<file path="src/rtl/correlator.sv">
// correlator: combinational bit-agreement correlator.
// The result is the number of bit positions where the two 10-bit operands agree (0..10),
// zero-extended to 10 bits.
// Ports:
//   a_i           operand a (10 bits)
//   b_i           operand b (10 bits)
//   correlation_o count of matching bit positions (10 bits)
module correlator (
    input  logic [9:0] a_i,
    input  logic [9:0] b_i,
    output logic [9:0] correlation_o
);

    always_comb begin
        correlation_o = '0;
        for (int i = 0; i < 10; i++) begin
            correlation_o = correlation_o + {9'd0, ~(a_i[i] ^ b_i[i])};
        end
    end

endmodule

</file>
<file path="src/rtl/correlation_scheduler.sv">
// correlation_scheduler: computes the ab, ac and bc correlations of three operands by
// time-multiplexing one shared correlator over three cycles. The operands are captured on an
// accepted start. Each result is registered as it is produced. A one-cycle done pulse marks
// completion.
//
// Optional feature, enabled by the macro CORR_MAX_TRACK_EN: adds max_pair_o and max_value_o.
// These give the index (0=ab, 1=ac, 2=bc) and the value of the largest result. Ties go to the
// lower index.
//
// Parameters:
//   WIDTH          operand/result width; must be 10 to match the correlator
//   CLEAR_ON_START 1: results clear to 0 on every accepted start; 0: results hold
// Ports:
//   clk               rising-edge clock
//   reset             asynchronous active-high reset
//   start_i           request a new computation (accepted in IDLE or DONE)
//   a_i, b_i, c_i     operands, sampled only on an accepted start
//   busy_o            high in states AB, AC, BC
//   done_o            one-cycle pulse, all three results updated
//   ab_correlation_o  registered correlator(a, b)
//   ac_correlation_o  registered correlator(a, c)
//   bc_correlation_o  registered correlator(b, c)
//   max_pair_o        (CORR_MAX_TRACK_EN) index of the largest result
//   max_value_o       (CORR_MAX_TRACK_EN) value of the largest result
module correlation_scheduler #(
    parameter int unsigned WIDTH          = 10,
    parameter bit          CLEAR_ON_START = 1'b0
) (
    input  logic             clk,
    input  logic             reset,
    input  logic             start_i,
    input  logic [WIDTH-1:0] a_i,
    input  logic [WIDTH-1:0] b_i,
    input  logic [WIDTH-1:0] c_i,
    output logic             busy_o,
    output logic             done_o,
    output logic [WIDTH-1:0] ab_correlation_o,
    output logic [WIDTH-1:0] ac_correlation_o,
    output logic [WIDTH-1:0] bc_correlation_o
`ifdef CORR_MAX_TRACK_EN
    ,
    output logic [1:0]       max_pair_o,
    output logic [WIDTH-1:0] max_value_o
`endif
);

    typedef enum logic [2:0] {StIdle, StAb, StAc, StBc, StDone} state_e;

    state_e state_q, state_d;

    logic [WIDTH-1:0] a_q, b_q, c_q;
    logic [WIDTH-1:0] a_d, b_d, c_d;
    logic [WIDTH-1:0] ab_q, ac_q, bc_q;
    logic [WIDTH-1:0] ab_d, ac_d, bc_d;
    logic [WIDTH-1:0] mux_x, mux_y, corr;
    logic             accept;

    // New work is only taken when nothing is in flight.
    assign accept = start_i && ((state_q == StIdle) || (state_q == StDone));

    correlator u_correlator (
        .a_i          (mux_x),
        .b_i          (mux_y),
        .correlation_o(corr)
    );

    // FSM next-state and Moore outputs.
    always_comb begin
        state_d = state_q;
        busy_o  = 1'b0;
        done_o  = 1'b0;
        mux_x   = a_q;
        mux_y   = b_q;
        unique case (state_q)
            StIdle: begin
                if (accept) state_d = StAb;
            end
            StAb: begin
                busy_o  = 1'b1;
                state_d = StAc;
            end
            StAc: begin
                busy_o  = 1'b1;
                mux_y   = c_q;
                state_d = StBc;
            end
            StBc: begin
                busy_o  = 1'b1;
                mux_x   = b_q;
                mux_y   = c_q;
                state_d = StDone;
            end
            StDone: begin
                done_o  = 1'b1;
                state_d = accept ? StAb : StIdle;
            end
            default: state_d = StIdle;
        endcase
    end

    always_ff @(posedge clk or posedge reset) begin
        if (reset) begin
            state_q <= StIdle;
        end else begin
            state_q <= state_d;
        end
    end

    // Operand and result next-state.
    always_comb begin
        a_d  = a_q;
        b_d  = b_q;
        c_d  = c_q;
        ab_d = ab_q;
        ac_d = ac_q;
        bc_d = bc_q;
        if (accept) begin
            a_d = a_i;
            b_d = b_i;
            c_d = c_i;
            if (CLEAR_ON_START) begin
                ab_d = '0;
                ac_d = '0;
                bc_d = '0;
            end
        end
        unique case (state_q)
            StAb:    ab_d = corr;
            StAc:    ac_d = corr;
            StBc:    bc_d = corr;
            default: ;
        endcase
    end

    always_ff @(posedge clk or posedge reset) begin
        if (reset) begin
            a_q  <= '0;
            b_q  <= '0;
            c_q  <= '0;
            ab_q <= '0;
            ac_q <= '0;
            bc_q <= '0;
        end else begin
            a_q  <= a_d;
            b_q  <= b_d;
            c_q  <= c_d;
            ab_q <= ab_d;
            ac_q <= ac_d;
            bc_q <= bc_d;
        end
    end

    assign ab_correlation_o = ab_q;
    assign ac_correlation_o = ac_q;
    assign bc_correlation_o = bc_q;

`ifdef CORR_MAX_TRACK_EN
    logic [WIDTH-1:0] run_val_q, run_val_d;
    logic [1:0]       run_pair_q, run_pair_d;
    logic [WIDTH-1:0] max_value_q, max_value_d;
    logic [1:0]       max_pair_q, max_pair_d;

    // Running maximum follows the results as they are captured. The final comparison happens
    // on the BC edge, so the outputs change together with done rising.
    // A strict '>' keeps ties on the lower index.
    always_comb begin
        run_val_d   = run_val_q;
        run_pair_d  = run_pair_q;
        max_value_d = max_value_q;
        max_pair_d  = max_pair_q;
        unique case (state_q)
            StAb: begin
                run_val_d  = corr;
                run_pair_d = 2'd0;
            end
            StAc: begin
                if (corr > run_val_q) begin
                    run_val_d  = corr;
                    run_pair_d = 2'd1;
                end
            end
            StBc: begin
                if (corr > run_val_q) begin
                    max_value_d = corr;
                    max_pair_d  = 2'd2;
                end else begin
                    max_value_d = run_val_q;
                    max_pair_d  = run_pair_q;
                end
            end
            default: ;
        endcase
    end

    always_ff @(posedge clk or posedge reset) begin
        if (reset) begin
            run_val_q   <= '0;
            run_pair_q  <= '0;
            max_value_q <= '0;
            max_pair_q  <= '0;
        end else begin
            run_val_q   <= run_val_d;
            run_pair_q  <= run_pair_d;
            max_value_q <= max_value_d;
            max_pair_q  <= max_pair_d;
        end
    end

    assign max_pair_o  = max_pair_q;
    assign max_value_o = max_value_q;
`endif

endmodule

</file>
<file path="config.mk">
export PLATFORM = sky130hd
export DESIGN_NAME = correlation_scheduler
export DESIGN_NICKNAME = d
export VERILOG_FILES = /design/src/rtl/correlator.sv /design/src/rtl/correlation_scheduler.sv
export SDC_FILE = /design/constraint.sdc
export NUM_CORES = 1
export LEC_CHECK = 0
export BUFFER_PORTS_ARGS = -buffer_cell sky130_fd_sc_hd__buf_2
export CAP_MARGIN = 0
export CORE_UTILIZATION = 50
export CTS_CLUSTER_DIAMETER = 80
export DETAILED_ROUTE_END_ITERATION = 7
export PLACE_DENSITY = 0.77
export SLEW_MARGIN = 20
export SYNTH_ARGS = -nofsm -noshare
export SYNTH_HDL_FRONTEND = slang
export SYNTH_HIERARCHICAL = 1
export SYNTH_SLANG_ARGS = --single-unit
</file>
<file path="constraint.sdc">
create_clock -name clk -period 3.8 [get_ports clk]
set_clock_uncertainty 0.05 [all_clocks]
set_input_delay 0.76 -clock clk [delete_from_list [all_inputs] [get_ports clk]]
set_output_delay 0.76 -clock clk [all_outputs]
set_load 0.05 [all_outputs]
</file>
## After elaboration in Yosys (flattened, before gate mapping)

Cells that the tools add are included.

| word-level totals | value |
|---|---|
| output and inout port bits | 32 |
| register bits after elaboration | 63 |
| logic and storage cells | 53 |
| input port bits | 33 |

| operators by class | value |
|---|---|
| reductions and logical operators | 5 |
| bitwise operators | 20 |
| $add $sub $neg | 9 |
| muxes and demuxes | 7 |
| eq/ne operators | 5 |

Operators by type and width:

| operator | count |
|---|---|
| adder 10 x 1 -> 10 bit | 8 |
| two-way mux 10 bit | 2 |
| case mux 3 bit (5 select lines) | 1 |
| NOT 1 bit | 10 |
| XOR 1 bit | 10 |
| equality test 3 x 2 -> 1 bit, second input constant | 2 |
| equality test 3 x 1 -> 1 bit, second input constant | 1 |
| equality test 3 bit, second input constant | 1 |
| zero test 3 bit | 1 |
| two-way mux 1 bit | 3 |
| two-way mux 3 bit | 1 |
| OR reduction 3 bit | 1 |
| adder 1 x 1 -> 2 bit | 1 |
| != test 2 bit, second input constant | 1 |
| OR reduction 2 bit | 1 |
| logical AND 1 bit | 1 |
| logical OR 1 bit | 1 |

## Longest topological paths before layout

Gate-level depths: netlist (run 1).

| depth | value |
|---|---|
| depth after elaboration | 14 |
| depth in mapped cells | 14 |
| depth with buffers taken out | 12 |

## By module

Netlist (run 1), hierarchy kept.

Modules (own cells, without submodules):

| module | area each (um^2) | times used | seq. area each (um^2) | cells each |
|---|---|---|---|---|
| correlation_scheduler | 2681.3 | 1 | 1576.5 | 167 |
| correlator | 317.8 | 1 | 0.0 | 33 |

## Least setup slack after synthesis (run 1)

Ideal clock, no wire load.

| path | value |
|---|---|
| kind | register to register |
| start point | register state_q[1] |
| end point | register ab_q[2], in the netlist ab_correlation_o[2] |
| period minus slack after synthesis | 4.020 ns |
| stages on the path, launching flop included | 15 |
| buffers on the path | 2 |
| path slack | -0.220 ns |
| library setup time | 0.125 ns |
| data required time | 3.625 ns |
| arrival time | 3.845 ns |
| cell sequence | dfrtp_1 buf_6 nand2b_1 buf_4 mux2_2 xor2_1 fa_1 fa_1 inv_1 fa_1 ha_1 inv_1 fa_1 xor2_1 mux2_2 |

| on the way | value |
|---|---|
| word-level cells in the longest chain between the ends | 14 |

RTL lines:

| item | RTL line | text |
|---|---|---|
| start, declared | correlation_scheduler.sv:49 | `state_e state_q, state_d;` |
| start signal, assigned | correlation_scheduler.sv:103 | `state_q <= StIdle;` |
| start signal, assigned | correlation_scheduler.sv:105 | `state_q <= state_d;` |
| equality test 3 x 2 -> 1 bit | correlation_scheduler.sv:74 | `unique case (state_q)` |
| OR reduction 2 bit (no source line) * | -- |  |
| two-way mux 10 bit * | correlation_scheduler.sv:74 |  |
| named net mux_y[0] | correlation_scheduler.sv:55 | `logic [WIDTH-1:0] mux_x, mux_y, corr;` |
| XOR 1 bit * | correlator.sv:17 | `correlation_o = correlation_o + {9'd0, ~(a_i[i] ^ b_i[i])};` |
| NOT 1 bit * | correlator.sv:17 |  |
| adder 1 x 1 -> 2 bit * | correlator.sv:17 |  |
| adder 10 x 1 -> 10 bit * (8 in a row) | correlator.sv:17 |  |
| named net corr[2] | correlation_scheduler.sv:55 |  |
| end signal, assigned | correlation_scheduler.sv:140 | `ab_q <= '0;` |
| end signal, assigned | correlation_scheduler.sv:147 | `ab_q <= ab_d;` |
| end, declared | correlation_scheduler.sv:53 | `logic [WIDTH-1:0] ab_q, ac_q, bc_q;` |

Mark *: on every way through the listed nets, which the timed path passes. The rest lies on a longest branch.
A chain may end at the register's enable or synchronous reset.

## Worst setup path after layout (run 1)

| path | value |
|---|---|
| start point | register state_q[2] |
| end point | register ac_q[1], in the netlist ac_correlation_o[1] |

RTL lines:

| item | RTL line | text |
|---|---|---|
| equality test 3 x 2 -> 1 bit | correlation_scheduler.sv:74 |  |
| OR reduction 2 bit (no source line) * | -- |  |
| two-way mux 10 bit * | correlation_scheduler.sv:74 |  |
| named net mux_y[9] | correlation_scheduler.sv:55 |  |
| XOR 1 bit * | correlator.sv:17 |  |
| NOT 1 bit * | correlator.sv:17 |  |
| adder 10 x 1 -> 10 bit * | correlator.sv:17 |  |
| named net corr[1] | correlation_scheduler.sv:55 |  |
| end signal, assigned | correlation_scheduler.sv:141 | `ac_q <= '0;` |
| end signal, assigned | correlation_scheduler.sv:148 | `ac_q <= ac_d;` |
| end, declared | correlation_scheduler.sv:53 |  |

Marks and branches as above.

==> flow_summary_export.csv, run 1 <==
group,metric,value,unit
global_route,grt_pass1_wl,9.11,mm
worst_setup_path,r2r-start,"state_q[2]$_DFFE_PP0P_",
die,fp.dieW,79.5,microns
detailed_routing,wl_per_cell,15.4,microns
clocking,root_buffer,"clkbuf_8",
logic_synthesis,synth-seq-cells,63,
global_route,grt_max_degree,53,
global_route,grt_use_total,19.9,%
sta,fmax,0.252,GHz
sta,worst_pin_slew,0.883,ns
global_route,busiest_layer,"met2",
worst_setup_path,required,3.98,ns
logic_synthesis,syn_avg_cell_area,15.0,sq um
die,rows,27,
detailed_routing,wirelength,5.53,mm
finish,antenna_cells,0,
clocking,cts_buffers,9,
worst_setup_path,path_max_fanout,8,
detailed_routing,drc,0,
worst_setup_path,endpoint_kind,"flop",
place,place_area,3420,sq um
global_route,grt_overflow_total,0,
worst_setup_path,cp_slowest_cell,"fa_1",
die,initial_utilization,53.2,%
clocking,clock-sinks,63,
detailed_routing,via_per_inst,4.99,
finish,final_area,3710,sq um
logic_synthesis,syn_inst,200,
detailed_routing,postRouteAntennaNets,0,
die,io_pins,65,
run_status,failed_checks,"negative setup slack",
worst_hold_path,min_path_type,"flop to flop",
worst_setup_path,crit_type,"flop to flop",
worst_setup_path,reg2reg_to,"ac_correlation_o[1]$_DFFE_PP0P_",
finish,drive_gt1_share,67.8,%
die,die_y,79.5,microns
worst_setup_path,crit_top_cell,"fa_1",
finish,postLayoutCoreUtil,65.7,%
sta,setup_ws,-0.164,ns
clocking,htreeDepth,3,
logic_synthesis,synth_cell_type_count,19,
flow_run,cap_violations,0,
place,dp_cells,336,
sta,hold_violations,0,
worst_setup_path,path_cells,"nand2b_4, mux2_4, xor2_2, fa_1, fa_1, inv_1, fa_1, ha_2, inv_2, fa_2, inv_2, mux2_2",
clocking,clockBufferDepth,2,
clocking,cts_tree,"built",
logic_synthesis,synth_seq_area_share,52.6,%
clocking,cts_hold_buf,0,
sta,setup_violations,6,
global_route,use_met3,5.26,%
global_route,antenna_found_initial,0,
sta,tns,-0.833,ns
sta,period_minus_slack,3.96,ns
place,port_buffers,64,
logic_synthesis,synth_area,3000,sq um
run_status,status,"finished, violations left",
place,dp_hpwl,3.73,mm
sta,maxSlewHeadroom,41.1,%
logic_synthesis,ys_warn_count,6,
detailed_routing,first_iter_violations,42,
die,core,5640,sq um
worst_setup_path,worst_r2r_path_depth,12,
global_route,use_met1,25.4,%
sta,slew_violations,0,
global_route,use_met2,31.2,%
finish,syn_to_final_growth,23.7,%
detailed_routing,vias,1787,
worst_setup_path,worstSetupStartpoint,"state_q[2]$_DFFE_PP0P_",
worst_setup_path,max_stage_delay,0.55,ns
global_route,grt_pass1_vias,1835,
die,die_area,6310,sq um
detailed_routing,firstDrtPassIters,3,
worst_setup_path,crit_path_start_kind,"flop",
finish,final_cells,358,
worst_setup_path,reg2reg_slack,-0.16,ns
worst_setup_path,critPathArrivalTime,4.14,ns
clocking,clk_pin_slew,0.07,ns
place,gp_congestion,0.701,
clocking,clk-insertion-delay-late,0.34,ns
worst_setup_path,critPathCapture,"ac_correlation_o[1]$_DFFE_PP0P_",
sta,rsz0062_at_grt,"true",
sta,post-route-period-util,104,%
finish,final_nets,322,
-- cell type report --
| cell class | instances | area [sq um] |
|---|---|---|
| clock inverter | 7 | 73.8 |
| fill | 431 | 1930 |
| clock buffer | 9 | 124 |
| inverter | 7 | 27.5 |
| timing repair buffer | 80 | 440 |
| sequential | 63 | 1580 |
| tap | 72 | 90.1 |
| multi-input combinational | 120 | 1380 |
-- sequential cells by signal (all words and copies together), names as in the netlist --
signal / flops
a_q: 10
ab_correlation_o: 10
ac_correlation_o: 10
b_q: 10
bc_correlation_o: 10
c_q: 10
state_q: 3
-- stage by stage --
stage / hold slack [ns] / setup WS [ns]
after floorplan: 0.425 / -0.117
after global placement: 0.425 / -0.132
after detailed placement: 0.432 / -0.178
after CTS: 0.449 / -0.134
after global routing: 0.469 / -0.268
final: 0.440 / -0.164
-- synthesized netlist by cell type, drive strengths merged --
library cell	count	share of area, %
mux2	80	30
dfrtp	63	53
buf	16	4.6
xor2	8	2.3
inv	7	0.88
fa	6	4.0
nor2	4	0.50
xnor2	4	1.2
nor3b	3	1.3
a21oi	2	0.33
ha	2	0.83
nand2b	2	0.42
and2	1	0.21
conb	1	0.13
nand3b	1	0.67
-- worst min path at each step --
stage                                         start                         endpoint  slack [ns]  depth (start not counted)
finish              bc_correlation_o[6]$_DFFE_PP0P_  bc_correlation_o[6]$_DFFE_PP0P_        0.44                          1
global route        bc_correlation_o[6]$_DFFE_PP0P_  bc_correlation_o[6]$_DFFE_PP0P_        0.47                          1
CTS                 bc_correlation_o[6]$_DFFE_PP0P_  bc_correlation_o[6]$_DFFE_PP0P_        0.45                          1
detailed placement  bc_correlation_o[6]$_DFFE_PP0P_  bc_correlation_o[6]$_DFFE_PP0P_        0.43                          1
global placement    bc_correlation_o[6]$_DFFE_PP0P_  bc_correlation_o[6]$_DFFE_PP0P_        0.43                          1
floorplan                        a_q[0]$_DFFE_PP0P_               a_q[0]$_DFFE_PP0P_        0.42                          1
-- what timing repair did --
item | in CTS | in global routing
setup buffers | 4 | 1
pin swaps | 2 | 1
setup endpoints to repair | 6 | 9
resized for setup | 5 | 5
cloned | 1 | 0
-- cells in the final DEF, fill, tap and decap left out, types with 4 or more instances in the layout --
master    netlist  final
fa_1            6      4
buf_2           0     64
buf_4          11     16
xnor2_1         4      4
inv_1           7      4
mux2_2         79     73
mux2_4          0      6
dfrtp_1        63     62
conb_1          1      6
xor2_2          0      6
nor2_1          4      4
clkbuf_8        0      9
-- layer usage --
layer	part of all wire, %	wire length (microns)	vias up
met4	2.0	110	0
li1	-	-	834
met2	50	2760	34
met3	3.5	195	10
met5	0	0	-
met1	44	2460	909
-- cell families (layout without fill, tap and decap cells) --
group	after synthesis	count (layout)	share of synthesized area, %
other cells	1	6	0.125
xor+xnor	12	12	3.50
buf+inv	23	103	5.51
fa+ha+maj	8	8	4.84
simple gates	11	12	3.09
compound gates	2	2	0.334
flops	63	63	52.6
mux	80	80	30.0
-- critical path: cells and delay by family, from the launching register on --
| kind | cells | cell delay, ns |
|---|---|---|
| xor+xnor | 1 | 0.19 |
| buf+inv | 3 | 0.13 |
| simple gates | 1 | 0.21 |
| mux | 2 | 0.59 |
| flops | 1 | 0.41 |
| fa+ha+maj | 5 | 2.29 |
Power of run 1 is left out: the tool's default activity adds up to more than one toggle a clock period on the data nets, which glitch-free logic cannot reach.
==> run 2, diff against run 1 <==
- CELL_PAD_IN_SITES_DETAIL_PLACEMENT: unset -> 0
- CELL_PAD_IN_SITES_GLOBAL_PLACEMENT: unset -> 1
- CORE_UTILIZATION: 50 -> 41
- PLACE_DENSITY: 0.77 -> unset
- PLACE_DENSITY_LB_ADDON: unset -> 0.1
==> run 2 against run 1 <==
The run still ends with negative setup slack left. Register-to-register slack improved by 0.03 ns. Sequential share of layout area fell by 0.55 points. Critical path depth rose by 1. Final cell count rose by 5.9%. Design area rose by 1.3%. Via count fell by 2.3%. Non-clock buffer count fell by 2. Fmax rose by 0.69%. Utilization fell by 12 points. Clock-buffer cell count rose by 2. Global-route usage fell by 3.7 points. Critical endpoint unchanged.
==> flow_summary_export.csv, run 2 (synthesis gave the netlist of run 1 again) <==
group,metric,value,unit
run_status,failed_checks,"negative setup slack",
worst_setup_path,reg2reg_to,"ac_correlation_o[1]$_DFFE_PP0P_",
die,core,6940,sq um
sta,period_minus_slack,3.94,ns
worst_hold_path,hold_path_depth,1,
die,fp.dieW,87.5,microns
sta,maxSlewHeadroom,36.2,%
global_route,grt_use_total,16.2,%
detailed_routing,wl_per_cell,14.5,microns
worst_setup_path,reg2reg_slack,-0.14,ns
global_route,grt_pass1_vias,1809,
worst_setup_path,endpoint_kind,"flop",
worst_hold_path,min_from,"bc_correlation_o[6]$_DFFE_PP0P_",
worst_setup_path,crit_type,"flop to flop",
sta,setup_ws,-0.137,ns
finish,postLayoutCoreUtil,54.1,%
finish,layout_common_cells,"mux2_2, buf_2, dfrtp_1, buf_4, clkbuf_8",
sta,fmax,0.254,GHz
worst_setup_path,critPathArrivalTime,4.11,ns
place,dp_hpwl,3.75,mm
clocking,clk_pin_slew,0.07,ns
clocking,clk-insertion-delay-late,0.34,ns
sta,post-route-period-util,104,%
clocking,htreeDepth,3,
sta,hold_violations,0,
place,port_buffers,64,
sta,setup_violations,6,
die,die_area,7660,sq um
clocking,cts_buffers,9,
finish,final_common_cell,"mux2_2",
finish,syn_to_final_growth,25.3,%
sta,worst_pin_slew,0.952,ns
detailed_routing,wirelength,5.48,mm
sta,rsz0062_at_grt,"true",
detailed_routing,vias,1746,
finish,final_nets,320,
detailed_routing,via_per_inst,4.61,
worst_setup_path,worst_r2r_path_depth,13,
die,initial_utilization,43.2,%
global_route,grt_max_degree,41,
finish,antenna_cells,0,
worst_setup_path,worstSetupStartpoint,"state_q[2]$_DFFE_PP0P_",
run_status,status,"finished, violations left",
clocking,root_buffer,"clkbuf_8",
clocking,clock-sinks,63,
worst_setup_path,r2r-start,"state_q[2]$_DFFE_PP0P_",
worst_setup_path,required,3.98,ns
global_route,antenna_found_initial,0,
worst_setup_path,crit_path_start_kind,"flop",
global_route,grt_pass1_wl,9.11,mm
die,die_y,87.5,microns
detailed_routing,first_iter_violations,28,
place,gp_congestion,0.674,
detailed_routing,postRouteAntennaNets,0,
global_route,grt_overflow_total,0,
die,rows,30,
detailed_routing,firstDrtPassIters,3,
sta,slew_violations,0,
detailed_routing,drc,0,
flow_run,cap_violations,0,
clocking,clockBufferDepth,2,
finish,drive_gt1_share,66.8,%
clocking,cts_tree,"built",
worst_setup_path,path_max_fanout,5,
worst_setup_path,critPathCapture,"ac_correlation_o[1]$_DFFE_PP0P_",
die,io_pins,65,
worst_hold_path,min_path_type,"flop to flop",
==> run 2: what timing repair did <==
item,CTS,global route
hold endpoints to repair,0,0
setup buffers,4,0
gates cloned,1,0
resized for setup,10,2
pin swaps,4,2
setup endpoints to repair,6,9
hold buffers,0,0
==> run 2: area by class of cell <==
class | instances | area, sq um
clock buffers | 11 | 141
clock inverters | 4 | 70.1
fillers | 599 | 3190
inverters | 7 | 26.3
multi-input cells | 120 | 1380
flip-flops and latches | 63 | 1580
well taps | 96 | 120
repair buffers | 78 | 438
==> run 2: routing by layer <==
metal / vias up / routed length [microns] / part of all wire, % / GRT usage (%)
met1: 867 / 2630 / 48 / 22.4
met4: 0 / 111 / 2.0 / 8.94
li1: 835 / - / - / -
met2: 34 / 2550 / 46 / 23.7
met5: - / 0 / 0 / 0
met3: 10 / 189 / 3.4 / 3.70
==> run 2: how the worst min path moves through the flow <==
stage | endpoint
after floorplan | a_q[0]$_DFFE_PP0P_
after global placement | bc_correlation_o[6]$_DFFE_PP0P_
after detailed placement | bc_correlation_o[6]$_DFFE_PP0P_
after CTS | bc_correlation_o[6]$_DFFE_PP0P_
after global routing | ab_correlation_o[9]$_DFFE_PP0P_
final | bc_correlation_o[6]$_DFFE_PP0P_
==> run 2: worst max-delay path, cell delays in order, from the launching register on <==
cell	delay [ns]
dfrtp_1	0.41
nand2b_4	0.19
buf_12	0.14
mux2_4	0.31
xor2_2	0.18
fa_1	0.49
fa_1	0.49
inv_1	0.05
fa_1	0.48
ha_2	0.18
inv_2	0.04
fa_2	0.52
inv_2	0.04
mux2_4	0.25
==> run 2: per-stage QoR <==
stage          cells  hold WS (ns)  setup WS [ns]  instance area (sq um)  TNS (ns)
6_report         379         0.447         -0.137                   3760    -0.675
3_3_place_gp     359         0.429         -0.126                   3450    -0.599
4_1_cts          379         0.446         -0.142                   3750    -0.722
2_1_floorplan    205         0.425         -0.117                   3060    -0.511
3_5_place_dp     359         0.430         -0.186                   3450    -0.905
5_1_grt          379         0.465         -0.249                   3760     -1.45
Power of run 2 is left out for the same reason.
